$ cat src/rtl/clint_axil_mst_pkg.sv
// Shared CLINT AXI4-Lite definitions: bus width macros, master FSM states and AXI response codes.
`ifndef CLINT_AXI_ADDR_WIDTH
`define CLINT_AXI_ADDR_WIDTH 32
`endif
`ifndef CLINT_AXI_DATA_WIDTH
`define CLINT_AXI_DATA_WIDTH 32
`endif

package clint_axil_mst_pkg;

    typedef enum logic [2:0] {
        S_IDLE,
        S_WR,
        S_WAIT_B,
        S_RD,
        S_WAIT_R,
        S_RSP
    } state_t;

    typedef enum logic [1:0] {
        RESP_OKAY   = 2'b00,
        RESP_EXOKAY = 2'b01,
        RESP_SLVERR = 2'b10,
        RESP_DECERR = 2'b11
    } axi_resp_t;

    // SLVERR and DECERR both carry RESP[1]; OKAY and EXOKAY are successful.
    function automatic logic resp_is_err(input logic [1:0] resp);
        return resp[1];
    endfunction

endpackage

$ cat src/rtl/clint_axil_mst.sv
// Single-outstanding AXI4-Lite master bridging a simple core request/response port
// to the CLINT software/timer slave.
`ifndef CLINT_AXI_ADDR_WIDTH
`define CLINT_AXI_ADDR_WIDTH 32
`endif
`ifndef CLINT_AXI_DATA_WIDTH
`define CLINT_AXI_DATA_WIDTH 32
`endif

module clint_axil_mst
    import clint_axil_mst_pkg::*;
#(
    parameter int         ADDR_W = `CLINT_AXI_ADDR_WIDTH,
    parameter int         DATA_W = `CLINT_AXI_DATA_WIDTH,
    parameter logic [2:0] PROT   = 3'b000
) (
    input  logic                clk,
    input  logic                rst,
    input  logic                req_valid_i,
    output logic                req_ready_o,
    input  logic                req_we_i,
    input  logic [ADDR_W-1:0]   req_addr_i,
    input  logic [DATA_W-1:0]   req_wdata_i,
    input  logic [DATA_W/8-1:0] req_wstrb_i,
    output logic                rsp_valid_o,
    input  logic                rsp_ready_i,
    output logic [DATA_W-1:0]   rsp_rdata_o,
    output logic                rsp_err_o,
    output logic [ADDR_W-1:0]   M_AXI_AWADDR,
    output logic [2:0]          M_AXI_AWPROT,
    output logic                M_AXI_AWVALID,
    input  logic                M_AXI_AWREADY,
    output logic [DATA_W-1:0]   M_AXI_WDATA,
    output logic [DATA_W/8-1:0] M_AXI_WSTRB,
    output logic                M_AXI_WVALID,
    input  logic                M_AXI_WREADY,
    input  logic [1:0]          M_AXI_BRESP,
    input  logic                M_AXI_BVALID,
    output logic                M_AXI_BREADY,
    output logic [ADDR_W-1:0]   M_AXI_ARADDR,
    output logic [2:0]          M_AXI_ARPROT,
    output logic                M_AXI_ARVALID,
    input  logic                M_AXI_ARREADY,
    input  logic [DATA_W-1:0]   M_AXI_RDATA,
    input  logic [1:0]          M_AXI_RRESP,
    input  logic                M_AXI_RVALID,
    output logic                M_AXI_RREADY
);

    state_t              state, state_nxt;
    logic                aw_done, w_done;
    logic [ADDR_W-1:0]   addr_q;
    logic [DATA_W-1:0]   wdata_q, rdata_q;
    logic [DATA_W/8-1:0] wstrb_q;
    logic                err_q;
    logic                aw_hs, w_hs, b_hs, r_hs;

    always_comb begin
        // NOTE: every signal driven here gets a default first, so no branch can infer a latch.
        state_nxt     = state;
        req_ready_o   = 1'b0;
        rsp_valid_o   = 1'b0;
        M_AXI_AWVALID = 1'b0;
        M_AXI_WVALID  = 1'b0;
        M_AXI_BREADY  = 1'b0;
        M_AXI_ARVALID = 1'b0;
        M_AXI_RREADY  = 1'b0;
        case (state)
            S_IDLE: begin
                req_ready_o = 1'b1;
                if (req_valid_i) state_nxt = req_we_i ? S_WR : S_RD;
            end
            S_WR: begin
                // Each channel drops independently once its own handshake is recorded.
                M_AXI_AWVALID = !aw_done;
                M_AXI_WVALID  = !w_done;
                if ((aw_done || M_AXI_AWREADY) && (w_done || M_AXI_WREADY)) state_nxt = S_WAIT_B;
            end
            S_WAIT_B: begin
                M_AXI_BREADY = 1'b1;
                if (M_AXI_BVALID) state_nxt = S_RSP;
            end
            S_RD: begin
                M_AXI_ARVALID = 1'b1;
                if (M_AXI_ARREADY) state_nxt = S_WAIT_R;
            end
            S_WAIT_R: begin
                M_AXI_RREADY = 1'b1;
                if (M_AXI_RVALID) state_nxt = S_RSP;
            end
            S_RSP: begin
                rsp_valid_o = 1'b1;
                if (rsp_ready_i) state_nxt = S_IDLE;
            end
            default: state_nxt = S_IDLE;
        endcase
    end

    assign aw_hs = M_AXI_AWVALID && M_AXI_AWREADY;
    assign w_hs  = M_AXI_WVALID  && M_AXI_WREADY;
    assign b_hs  = M_AXI_BREADY  && M_AXI_BVALID;
    assign r_hs  = M_AXI_RREADY  && M_AXI_RVALID;

    // NOTE: sequential state uses non-blocking assignments so every register samples pre-edge values.
    always_ff @(posedge clk) begin
        if (rst) begin
            state   <= S_IDLE;
            aw_done <= 1'b0;
            w_done  <= 1'b0;
            addr_q  <= '0;
            wdata_q <= '0;
            wstrb_q <= '0;
            rdata_q <= '0;
            err_q   <= 1'b0;
        end else begin
            state <= state_nxt;
            if (req_ready_o && req_valid_i) begin
                addr_q <= req_addr_i;
                if (req_we_i) begin
                    wdata_q <= req_wdata_i;
                    wstrb_q <= req_wstrb_i;
                end
            end
            if (state == S_WR && state_nxt == S_WAIT_B) begin
                aw_done <= 1'b0;
                w_done  <= 1'b0;
            end else begin
                if (aw_hs) aw_done <= 1'b1;
                if (w_hs)  w_done  <= 1'b1;
            end
            if (b_hs) begin
                rdata_q <= '0;
                err_q   <= resp_is_err(M_AXI_BRESP);
            end
            if (r_hs) begin
                rdata_q <= M_AXI_RDATA;
                err_q   <= resp_is_err(M_AXI_RRESP);
            end
        end
    end

    assign M_AXI_AWADDR = addr_q;
    assign M_AXI_ARADDR = addr_q;
    assign M_AXI_AWPROT = PROT;
    assign M_AXI_ARPROT = PROT;
    assign M_AXI_WDATA  = wdata_q;
    assign M_AXI_WSTRB  = wstrb_q;
    assign rsp_rdata_o  = rdata_q;
    assign rsp_err_o    = err_q;

endmodule
$ cat config.mk
export PLATFORM = sky130hd
export DESIGN_NAME = clint_axil_mst
export DESIGN_NICKNAME = d
export VERILOG_FILES = /design/src/rtl/clint_axil_mst_pkg.sv /design/src/rtl/clint_axil_mst.sv
export SDC_FILE = /design/constraint.sdc
export NUM_CORES = 1
export LEC_CHECK = 0
export BUFFER_PORTS_ARGS = -buffer_cell sky130_fd_sc_hd__buf_2
export CAP_MARGIN = 20
export CELL_PAD_IN_SITES_DETAIL_PLACEMENT = 0
export CELL_PAD_IN_SITES_GLOBAL_PLACEMENT = 1
export CORE_ASPECT_RATIO = 1.5
export CORE_MARGIN = 2
export CORE_UTILIZATION = 32
export CTS_CLUSTER_DIAMETER = 120
export DETAILED_ROUTE_END_ITERATION = 7
export HOLD_SLACK_MARGIN = 0.12
export PLACE_DENSITY_LB_ADDON = 0.1
export SLEW_MARGIN = 30
export SYNTH_ARGS = -nofsm -noshare
export SYNTH_HDL_FRONTEND = slang
export SYNTH_SLANG_ARGS = --single-unit
$ cat constraint.sdc
create_clock -name clk -period 3 [get_ports clk]
set_input_delay 0.3 -clock clk [delete_from_list [all_inputs] [get_ports clk]]
set_output_delay 0.3 -clock clk [all_outputs]
set_load 0.01 [all_outputs]
# Yosys cells after proc, flatten, opt, wreduce, memory -nomap -nowiden
# Index checks and enable logic that the tools add are counted.
# word_totals
reg_bits,106
output_inout_bits,146
input_bits,114
# classes
eq_ne,6
muxes,19
reduce_logical,15
# ops
op,n
$mux 32,2
$mux 3,6
$pmux 3 s6,1
$eq 3x2->1 const B,3
$mux 1,9
$logic_and 1x1->1,7
$eq 3x3->1 const B,2
$eq 3x1->1 const B,1
$logic_not 3->1,1
$logic_not 1->1,2
$logic_or 1x1->1,2
$mux 2,1
$reduce_and 2->1,1
$reduce_bool 2->1,1
$reduce_or 2->1,1

# Logic depth before layout (Yosys ltp)
# depth
depth_word,7
depth_mapped,7

# Worst setup path before layout
# OpenSTA, ideal clock, no wires.
# synth_path
path_type,reg2reg
from,register state[0]
to,register wdata_q[11] (netlist: M_AXI_WDATA[11])
t_arrival_ns,1.368
required_time_ns,2.868
n_path_buf,3
stages_incl_launch_ff,7
setup_slack_ns,1.500
setup_ns,0.132
path_cell_list,dfxtp_1 buf_4 or4b_1 buf_2 buf_2 o21ai_0 a21oi_1
# synth_via
elab_chain_len,4
# synth_rtl
item,line,rtl
start: declaration,clint_axil_mst.sv:50,"state_t state, state_nxt;"
start signal: assignment,clint_axil_mst.sv:116,state <= state_nxt;
$logic_not 3->1,clint_axil_mst.sv:68,case (state)
$mux 1,clint_axil_mst.sv:68,
$logic_and 1x1->1,clint_axil_mst.sv:117,if (req_ready_o && req_valid_i) begin
$reduce_and 2->1 (no source line),n/a,
end signal: assignment,clint_axil_mst.sv:120,wdata_q <= req_wdata_i;
end: declaration,clint_axil_mst.sv:53,"logic [DATA_W-1:0] wdata_q, rdata_q;"
# No other way between the ends.
# A chain may end at the register's enable or synchronous reset.

# Worst setup path in the final report
# layout_path
from,register state[0]
to,register wdata_q[1] (netlist: M_AXI_WDATA[1])
# The elaborated chain is that of the path after synthesis.

==> results.sh <==
export IMPL_ctsLongestPathBuffers=2
export IMPL_crit_required_ns=3.18
export IMPL_crit_path_max_fanout=41
export IMPL_post_place_ws_ns=0.732
export IMPL_grt_max_degree=82
export IMPL_hold_end="M_AXI_ARADDR[7]$_SDFFE_PP0P_"
export IMPL_cts_buffers=9
export IMPL_hpwl_mm=8.92
export IMPL_route_vias_total=4338
export IMPL_ys_ff_latch=106
export IMPL_overflow=0
export IMPL_syn_to_final_growth_pct=31.5
export IMPL_whs_path_depth=3
export IMPL_drv_cap=0
export IMPL_leakage_uw=0.00266
export IMPL_timing_final_crit_share=0.754
export IMPL_r2r_end="M_AXI_WDATA[1]$_SDFFE_PP0P_"
export IMPL_drc=0
export IMPL_wl_per_cell_um=14.6
export IMPL_critPathTopFamily="simple AND/OR/NAND/NOR gates"
export IMPL_yosys_top_cells_area="dfxtp_1, a21oi_1, nand2_1"
export IMPL_yosysUniqueCellTypes=32
export IMPL_cts_htree_levels=3
export IMPL_netlist_area_leader_share=0.491
export IMPL_worstMarginPinSlew_ns=0.932
export IMPL_synth_top_area_cell="dfxtp_1"
export IMPL_p_int_uw=2410
export IMPL_grt_util_met1=0.197
export IMPL_critPathArrivalTime_ns=2.45
export IMPL_swShare=0.292
export IMPL_finalWorstSetupSlack_ns=0.737
export IMPL_powerDensity_nw_per_um2=599
export IMPL_clkLatencyLatePin_ns=0.35
export IMPL_ir_drop_uv=241
export IMPL_use_met3=0.0397
export IMPL_slowest_delay_ns=1.03
export IMPL_drt_iter0_drc=90
export IMPL_antenna_found_initial=1
export IMPL_use_met2=0.294
export IMPL_cts_reportedPaths_clkPinSlew_ns=0.07
export IMPL_initial_core_util=0.324
export IMPL_hold_buffers=0
export IMPL_die_h_um=146
export IMPL_drtPass1Iterations=4
export IMPL_die_area_um2=14500
export IMPL_critPathCaptureType="register"
export IMPL_die_w_um=98.9
export IMPL_pin_count=260
export IMPL_layout_common_cells="buf_2, dfxtp_1, a21oi_1, nand2_1, nand3_1"
export IMPL_via_per_inst=4.85
export IMPL_rsz0062_at_grt="no"
export IMPL_holdWs_ns=0.182
export IMPL_gp_congestion=0.733
export IMPL_seqPwrFrac=0.462
export IMPL_port_buffers=251
export IMPL_setup_viol=0
export IMPL_cts_sink_count=106
export IMPL_status="finished clean"
export IMPL_final_common_cell="buf_2"
export IMPL_hp_class="in2reg"
export IMPL_fmax_ghz=0.442
export IMPL_cts_resized=0
export IMPL_crit_buf_inv=1
export IMPL_synth_cells=538
export IMPL_avgSynthCellArea_um2=8.03
export IMPL_syn_area_um2=4320
export IMPL_rr_startpoint="state[0]$_SDFF_PP0_"
export IMPL_critPathSlowestCell="or4b_2"
export IMPL_finalMaxSlewViolations=0
export IMPL_switching_power_uw=993
export IMPL_finalHoldViolCount=0
export IMPL_ys_seq_area_frac=0.491
export IMPL_relSlewSlack=0.379
export IMPL_grt_pass1_wl_mm=19.9
export IMPL_skew_ns=0.00656
export IMPL_worstRegToRegCells=4
export IMPL_grt_pass1_vias=3985
export IMPL_p_total_uw=3400
export IMPL_cts_root_buf="clkbuf_16"
export IMPL_ant_nets=0
export IMPL_post_cts_setup_buffer_count=0
export IMPL_layout_drive_gt1_share=0.381
export IMPL_pwr_share_clk=0.351
export IMPL_tritoncts="yes"
export IMPL_fin_crit_ns=2.26
export IMPL_grt_use_total=0.169
export IMPL_finalSetupTns_ns=0
export IMPL_rows=52
export IMPL_grt_busiest_layer="met2"
export IMPL_r2r_setup_slack_ns=0.74
export IMPL_synth_warnings=0
export IMPL_path_cells="or4b_2 > buf_12 > o21ai_0 > a21oi_1"
export IMPL_nFillCells=1407
export IMPL_wirelength_mm=13.0
export IMPL_fin_nets=841
export IMPL_fin_util=0.426
export IMPL_cp_start_kind="register"
export IMPL_coreArea_um2=13300
export IMPL_hold_start="req_addr_i[7]"
export IMPL_p_comb_frac=0.188
export IMPL_worstSetupPathType="reg2reg"
[cell usage after synthesis]
library cell / instances
buf_6: 3
mux2_2: 1
a21oi_1: 105
nor2_1: 6
buf_2: 13
a21o_1: 1
inv_1: 3
nand3_1: 68
nor3_1: 1
nand2_1: 97
a31oi_1: 2
a32oi_1: 1
mux2i_1: 1
nand4bb_1: 2
o21ai_1: 12
o22ai_1: 1
dfxtp_1: 106
o21ai_0: 25
and3b_1: 1
or4b_1: 1
and2_1: 2
clkbuf_1: 29
conb_1: 1
buf_4: 39
a211oi_1: 1
nor2b_1: 5
nor4b_4: 1
nor3b_1: 3
buf_1: 3
a22oi_1: 2
nor4bb_1: 1
o22a_1: 1
[cell type report]
type,instances,area (um^2),share of cell area
flip-flops and latches,106,2120,0.373
multi-input cells,347,1710,0.301
repair buffers,260,1340,0.236
clock buffers,11,233,0.0410
well taps,162,203,0.0357
clock inverters,5,63.8,0.0112
inverters,3,11.3,0.00198
diodes,1,2.50,0.000440
[worst register-to-register path, stage by stage (launching register included)]
cell and delay [ns]:
dfxtp_1 0.51, or4b_2 1.03, buf_12 0.31, o21ai_0 0.18, a21oi_1 0.09
[stage by stage]
stage,cell area [um^2],cells
detailed placement,5380,878
floorplan,4340,543
global route,5680,895
CTS,5680,894
finish,5680,895
global placement,5380,878
[registers in the layout, summed over array words and instances (netlist names)]
register	count
M_AXI_ARADDR	32
M_AXI_WSTRB	4
M_AXI_WDATA	32
state	3
aw_done	1
rsp_rdata_o	32
w_done	1
rsp_err_o	1
[routing by layer]
layer / share of wire / vias up / wire length, um
li1: - / 2157 / -
met1: 0.41 / 1997 / 5330
met2: 0.50 / 165 / 6510
met3: 0.070 / 19 / 913
met4: 0.022 / 0 / 291
met5: 0 / - / 0
[worst max-delay path by stage]
stage,startpoint,end,slack (ns),cells past startpoint
finish,state[0]$_SDFF_PP0_,M_AXI_WDATA[1]$_SDFFE_PP0P_,0.74,4
detailed placement,state[0]$_SDFF_PP0_,M_AXI_WDATA[27]$_SDFFE_PP0P_,0.73,4
floorplan,state[0]$_SDFF_PP0_,M_AXI_WDATA[11]$_SDFFE_PP0P_,1.50,6
global placement,state[1]$_SDFF_PP0_,M_AXI_WDATA[23]$_SDFFE_PP0P_,0.76,4
CTS,state[0]$_SDFF_PP0_,M_AXI_WDATA[23]$_SDFFE_PP0P_,0.71,4
global route,state[0]$_SDFF_PP0_,M_AXI_WDATA[1]$_SDFFE_PP0P_,0.61,4
[logic make-up (layout without fill, tap and decap cells)]
kind of cell | Yosys count | after routing | synth area share
AOI/OAI and AO/OA | 151 | 151 | 0.180
buffers and inverters | 90 | 279 | 0.121
DFF | 106 | 106 | 0.491
muxes | 2 | 2 | 0.00492
other | 1 | 7 | 0.000868
and+or+nand+nor | 188 | 188 | 0.202
[power by group through the flow]
stage / clock (uW) / combinational, uW / sequential (uW)
final: 1190 / 638 / 1570
after global placement: 0 / 641 / 1600
after floorplan: 0 / 408 / 1620
after CTS: 1230 / 648 / 1570
after global routing: 1290 / 702 / 1590
after detailed placement: 0 / 647 / 1610
Power figures use the tool's default switching activity.
